## config.mk

```make
export PLATFORM = sky130hd
export DESIGN_NAME = cam_cfg_sequencer
export DESIGN_NICKNAME = d
export VERILOG_FILES = /design/src/rtl/cam_pkg.sv /design/src/rtl/cam_reg_rom.sv /design/src/rtl/cam_cfg_sequencer.sv
export SDC_FILE = /design/constraint.sdc
export NUM_CORES = 1
export LEC_CHECK = 0
export CAP_MARGIN = 20
export CORE_ASPECT_RATIO = 1.2
export CORE_MARGIN = 4
export CORE_UTILIZATION = 45
export CTS_CLUSTER_SIZE = 14
export DETAILED_ROUTE_END_ITERATION = 10
export PLACE_DENSITY = 0.7
export SKIP_CTS_REPAIR_TIMING = 1
export SLEW_MARGIN = 20
export SYNTH_ARGS = -nofsm -noshare
export SYNTH_HDL_FRONTEND = slang
export SYNTH_SLANG_ARGS = --single-unit
```

## constraint.sdc

```tcl
create_clock -name clk -period 4.5 [get_ports clk]
set_input_delay 0.45 -clock clk [delete_from_list [all_inputs] [get_ports clk]]
set_output_delay 0.45 -clock clk [all_outputs]
set_load 0.01 [all_outputs]
```

## src/rtl/cam_pkg.sv

```systemverilog
// cam_pkg: shared state encoding, default sensor address and register
// table entry type for the camera configuration sequencer.
// Optional feature macro: CAM_CFG_READBACK_EN (adds the VERIFY state).
package cam_pkg;

    typedef enum logic [2:0] {
        ST_SETTLE,
        ST_ISSUE,
        ST_WAIT,
        ST_NEXT,
        ST_SKIP,
        ST_IDLE_DONE,
        ST_ERROR
`ifdef CAM_CFG_READBACK_EN
        , ST_VERIFY
`endif
    } cam_state_t;

    localparam logic [7:0] CAM_DEV_ADDR = 8'h42;

    typedef struct packed {
        logic [7:0] addr;
        logic [7:0] data;
    } cam_reg_entry_t;

endpackage

```

## src/rtl/cam_reg_rom.sv

```systemverilog
// cam_reg_rom: fixed sensor register table, {reg, data} per 8-bit index.
// Indices at or beyond NUM_REGS read as zero.
module cam_reg_rom
    import cam_pkg::*;
#(
    parameter int unsigned NUM_REGS = 16
)(
    input  logic [7:0]  i_index,
    output logic [15:0] o_entry
);

    cam_reg_entry_t w_entry;

    // Table lookup with out-of-range indices forced to zero
    always_comb begin
        case (i_index)
            8'd0:    w_entry = 16'h1280;
            8'd1:    w_entry = 16'h1101;
            8'd2:    w_entry = 16'h0C04;
            8'd3:    w_entry = 16'h3E19;
            8'd4:    w_entry = 16'h703A;
            8'd5:    w_entry = 16'h7135;
            8'd6:    w_entry = 16'h7211;
            8'd7:    w_entry = 16'h73F1;
            8'd8:    w_entry = 16'hA202;
            8'd9:    w_entry = 16'h40D0;
            8'd10:   w_entry = 16'h8C00;
            8'd11:   w_entry = 16'h3A04;
            8'd12:   w_entry = 16'h1418;
            8'd13:   w_entry = 16'h4FB3;
            8'd14:   w_entry = 16'h50B3;
            8'd15:   w_entry = 16'h589E;
            default: w_entry = '0;
        endcase
        if ({24'd0, i_index} >= NUM_REGS) begin
            w_entry = '0;
        end
    end

    assign o_entry = w_entry;

endmodule

```

## src/rtl/cam_cfg_sequencer.sv

```systemverilog
// cam_cfg_sequencer: power-up sensor configuration over the I2C byte
// handshake, with per-entry retry, frame skip and capture gating.
// Optional feature macro: CAM_CFG_READBACK_EN (read back and compare
// every acknowledged write).
module cam_cfg_sequencer
    import cam_pkg::*;
#(
    parameter int unsigned NUM_REGS      = 16,
    parameter logic [7:0]  DEV_ADDR      = CAM_DEV_ADDR,
    parameter int unsigned RETRY_MAX     = 3,
    parameter int unsigned SETTLE_CYCLES = 1000,
    parameter int unsigned FRAME_SKIP    = 2
)(
    input  logic       clk,
    input  logic       res,
    input  logic       start,
    input  logic       vsync,
    output logic       i2c_req,
    output logic [7:0] i2c_dev,
    output logic [7:0] i2c_reg,
    output logic [7:0] i2c_wdata,
    input  logic       i2c_done,
    input  logic       i2c_nack,
`ifdef CAM_CFG_READBACK_EN
    output logic       i2c_rd,
    input  logic [7:0] i2c_rdata,
`endif
    output logic       busy,
    output logic       cam_ready,
    output logic       cfg_error,
    output logic       frame_enable
);

    localparam int unsigned   RW             = (RETRY_MAX < 4) ? 2 : $clog2(RETRY_MAX + 1);
    localparam logic [RW-1:0] LP_RETRY_MAX   = RW'(RETRY_MAX);
    localparam logic [15:0]   LP_SETTLE_LAST = (SETTLE_CYCLES > 0) ? 16'(SETTLE_CYCLES - 1) : 16'd0;
    localparam logic [15:0]   LP_FRAME_SKIP  = 16'(FRAME_SKIP);
    localparam logic [7:0]    LP_LAST_IDX    = 8'(NUM_REGS - 1);

    cam_state_t    r_state;
    logic [15:0]   r_cnt;
    logic [7:0]    r_idx;
    logic [RW-1:0] r_retry;
    logic          r_req;
    logic [7:0]    r_reg;
    logic [7:0]    r_wdata;
    logic          r_ready;
    logic          r_err;
    logic          r_fe;
    logic          r_vsync_d;
`ifdef CAM_CFG_READBACK_EN
    logic          r_rd;
`endif

    logic [15:0]   w_entry;
    logic          w_vs_rise;

    cam_reg_rom #(
        .NUM_REGS (NUM_REGS)
    ) u_rom (
        .i_index (r_idx),
        .o_entry (w_entry)
    );

    assign w_vs_rise = vsync & ~r_vsync_d;

    // Registered copy of vsync for rising-edge detection
    always_ff @(posedge clk or posedge res) begin
        if (res) begin
            r_vsync_d <= 1'b0;
        end else begin
            r_vsync_d <= vsync;
        end
    end

    // Sequencer FSM; r_cnt serves as settle counter and, in SKIP, as vsync edge counter
    always_ff @(posedge clk or posedge res) begin
        if (res) begin
            r_state <= ST_SETTLE;
            r_cnt   <= '0;
            r_idx   <= '0;
            r_retry <= '0;
            r_req   <= 1'b0;
            r_reg   <= '0;
            r_wdata <= '0;
            r_ready <= 1'b0;
            r_err   <= 1'b0;
            r_fe    <= 1'b0;
`ifdef CAM_CFG_READBACK_EN
            r_rd    <= 1'b0;
`endif
        end else begin
            case (r_state)
                ST_SETTLE: begin
                    if (r_cnt >= LP_SETTLE_LAST) begin
                        r_state <= ST_ISSUE;
                        r_cnt   <= '0;
                        r_idx   <= '0;
                        r_retry <= '0;
                    end else begin
                        r_cnt <= r_cnt + 16'd1;
                    end
                end
                ST_ISSUE: begin
                    r_reg   <= w_entry[15:8];
                    r_wdata <= w_entry[7:0];
                    r_req   <= 1'b1;
`ifdef CAM_CFG_READBACK_EN
                    r_rd    <= 1'b0;
`endif
                    r_state <= ST_WAIT;
                end
                ST_WAIT: begin
                    if (i2c_done) begin
                        r_req <= 1'b0;
                        if (i2c_nack) begin
                            if (r_retry < LP_RETRY_MAX) begin
                                r_retry <= r_retry + RW'(1);
                                r_state <= ST_ISSUE;
                            end else begin
                                r_err   <= 1'b1;
                                r_state <= ST_ERROR;
                            end
                        end else begin
`ifdef CAM_CFG_READBACK_EN
                            r_rd    <= 1'b1;
                            r_state <= ST_VERIFY;
`else
                            r_state <= ST_NEXT;
`endif
                        end
                    end
                end
`ifdef CAM_CFG_READBACK_EN
                // Entry cycle raises the read request; later cycles wait for completion
                ST_VERIFY: begin
                    if (!r_req) begin
                        r_req <= 1'b1;
                    end else if (i2c_done) begin
                        r_req <= 1'b0;
                        r_rd  <= 1'b0;
                        if (i2c_nack || (i2c_rdata != r_wdata)) begin
                            if (r_retry < LP_RETRY_MAX) begin
                                r_retry <= r_retry + RW'(1);
                                r_state <= ST_ISSUE;
                            end else begin
                                r_err   <= 1'b1;
                                r_state <= ST_ERROR;
                            end
                        end else begin
                            r_state <= ST_NEXT;
                        end
                    end
                end
`endif
                ST_NEXT: begin
                    r_retry <= '0;
                    if (r_idx == LP_LAST_IDX) begin
                        r_cnt   <= '0;
                        r_state <= ST_SKIP;
                    end else begin
                        r_idx   <= r_idx + 8'd1;
                        r_state <= ST_ISSUE;
                    end
                end
                ST_SKIP: begin
                    if (w_vs_rise) begin
                        if (r_cnt == LP_FRAME_SKIP) begin
                            r_ready <= 1'b1;
                            r_fe    <= 1'b1;
                            r_state <= ST_IDLE_DONE;
                        end else begin
                            r_cnt <= r_cnt + 16'd1;
                        end
                    end
                end
                ST_IDLE_DONE, ST_ERROR: begin
                    r_fe <= 1'b0 | (r_fe & (r_state == ST_IDLE_DONE));
                    if (start) begin
                        r_ready <= 1'b0;
                        r_err   <= 1'b0;
                        r_fe    <= 1'b0;
                        r_cnt   <= '0;
                        r_state <= ST_SETTLE;
                    end
                end
                default: r_state <= ST_SETTLE;
            endcase
        end
    end

    assign busy         = ~res & (r_state != ST_IDLE_DONE) & (r_state != ST_ERROR);
    assign i2c_req      = r_req;
    assign i2c_dev      = DEV_ADDR;
    assign i2c_reg      = r_reg;
    assign i2c_wdata    = r_wdata;
    assign cam_ready    = r_ready;
    assign cfg_error    = r_err;
    assign frame_enable = r_fe;
`ifdef CAM_CFG_READBACK_EN
    assign i2c_rd       = r_rd;
`endif

endmodule

```

==> metrics.cfg <==
[status]
status=finished, final reports clean

[placement]
place.gp.congestion=0.8526
io_buffer_count=26
dp_slack_ns=1.939
dp_hpwl_um=4687

[cts]
cts_root_buf=clkbuf_8
clock_path_buffers=2
clock_latency_ns=0.31
htreeDepth=2
cts.clk_slew.worst_paths_ns=0.10
cts_tree=built
cts_made_buffers=5
cts.sinks=50

[cells_and_area]
regMostFlops=r_cnt
layout_common_cells=nand2_1, dfrtp_1, o21ai_0, nor2_1, clkdlybuf4s50_1
antenna_cells=0
final_common_cell=nand2_1
drive_above_1_share_pct=6.667
nets=376
area_growth_pct=10.95
largest_reg_flops=16

[sta]
hold_violations=0
maxSlewViolCount=0
fin_worst_skew_ns=0.01324
timing.fmax_mhz=394.8
fin_ws_ns=1.967
period_needed_ns=2.533
worst_pin_slew_ns=0.8597
fin_crit_sh_pct=56.29
hold_ws_ns=0.4821
relSlewSlack_pct=42.62
rsz0062_at_grt=no
finalSetupTns_ns=0
setup_viol=0

[pwr]
ir_drop_uv=231.9
power.density_nw_per_um2=522.8
leakage_nw=1.411

[yosys]
avgSynthCellArea_um2=8.809
ys.flop_type=dfrtp_1
ys_ff_latch=50
syn_inst=345
synth-edff-count=0
ys_types=62
yosysWarnings=0
synth-seq-area-share_pct=41.17
async_flop_share_pct=100.0
netlist_area_um2=3039

[floorplan]
io_pins=35
core_area_um2=6486
die_y_um=98.03
initial_core_util_pct=46.86
die_w_um=83.02
dieArea_um2=8138
rows=32

[global_route]
antenna_found_initial=0
grt.total_usage_pct=16.47
grt_pass1_vias=2391
grt_pass1_wl_um=11330
grt_max_degree=51
grt-ovfl-total=0

[route]
via_per_inst=5.643
drt-wirelength-per-cell_um=14.64
antenna_left=0
route.detailed.drc=0
drtPass1Iterations=5
drt_iter0_drc=140
via_count=2511
wl_um=6514

[setup_path]
worstPathArrival_ns=2.74
critPathRequiredTime_ns=4.70
end_kind=register
critPathKind=reg -> reg
critPathLaunchType=register
critPathMaxFanout=15

[hold_path]
hp-class=reg -> reg

[run]
max_cap_viol_count=0

## Yosys cell counts (3+ instances only)
cell / instances / share of area (%)
xor2_1: 3 / 0.86
nand2_1: 51 / 6.3
nor2b_1: 3 / 0.62
nor2_1: 28 / 3.5
and3_1: 8 / 1.6
inv_1: 9 / 1.1
nand3_1: 9 / 1.5
a21o_1: 3 / 0.74
dfrtp_1: 50 / 41
ha_1: 11 / 4.5
a22o_1: 3 / 0.86
nor3_1: 8 / 1.3
a21oi_1: 18 / 3.0
buf_4: 8 / 2.0
a2bb2oi_1: 6 / 1.7
o31ai_2: 3 / 1.2
buf_2: 3 / 0.49
nor4_1: 4 / 0.82
buf_6: 3 / 1.1
clkbuf_1: 9 / 1.1
o21ai_0: 30 / 4.9
o31ai_1: 10 / 2.5
nand4_1: 3 / 0.62
nand2b_1: 8 / 1.6
a31oi_1: 4 / 0.82
## layout make-up
class / count / area, um^2
well taps: 85 / 106.4
multi-input cells: 265 / 1619
fillers: 621 / 3114
clock inverters: 3 / 23.77
inverters: 11 / 42.54
flip-flops and latches: 50 / 1251
clock buffers: 5 / 68.82
repair buffers: 26 / 260.3
## worst max-delay path, stage by stage (launching register included)
cell,delay [ns]
dfrtp_1,0.67
nor4b_1,0.31
nand3_1,0.14
nor3_1,0.47
or2_1,0.46
nor2_1,0.15
a22o_1,0.23
## routing by layer
layer | global-route usage [%] | wire (um) | vias up
li1 | - | - | 1249
met1 | 20.97 | 2971 | 1206
met2 | 28.09 | 3215 | 47
met3 | 2.869 | 205 | 9
met4 | 5.912 | 123 | 0
met5 | 0 | 0 | -
## cells by family after synthesis
group / after synthesis / share of synthesized area, %
DFF: 50 / 41.17
xor gates and xnor gates: 5 / 1.441
and+or+nand+nor: 139 / 22.77
AOI/OAI and AO/OA: 100 / 22.85
buffers and inverters: 36 / 6.298
adders and majority gates: 12 / 4.858
muxes: 1 / 0.3705
other: 2 / 0.2471
## where the power goes
| group | internal [mW] | leakage, nW | switching, mW | total, mW |
|---|---|---|---|---|
| Combinational | 0.359 | 0.706 | 0.432 | 0.791 |
| Sequential | 0.555 | 0.664 | 0.145 | 0.700 |
| Clock | 0.111 | 0.0408 | 0.161 | 0.272 |
| Total | 1.03 | 1.41 | 0.738 | 1.76 |
## final timing paths
check                                  startpoint                     end  slack, ns  cells past startpoint
max in group asynchronous                     res   r_cnt[12]$_DFFE_PP0P_       3.32                      2
min                        i2c_reg[1]$_DFFE_PP0P_  i2c_reg[1]$_DFFE_PP0P_       0.48                      2
max reg2reg                r_state[2]$_DFFE_PP0P_    r_cnt[2]$_DFFE_PP0P_       1.97                      6
min in group asynchronous                     res   cfg_error$_DFFE_PP0P_       0.67                      2
min reg2reg                i2c_reg[1]$_DFFE_PP0P_  i2c_reg[1]$_DFFE_PP0P_       0.48                      2
max                        r_state[2]$_DFFE_PP0P_    r_cnt[2]$_DFFE_PP0P_       1.97                      6
## stage by stage
stage | cell area [um^2] | util (%) | power, mW | cells
final | 3372 | 51.99 | 1.763 | 445
after global routing | 3372 | 51.99 | 1.911 | 445
after CTS | 3371 | 51.97 | 1.781 | 445
after detailed placement | 3278 | 50.54 | 1.504 | 437
after global placement | 3278 | 50.54 | 1.488 | 437
after floorplan | 3062 | - | 1.286 | 351
Note: power is estimated with default switching activity, not from simulation.
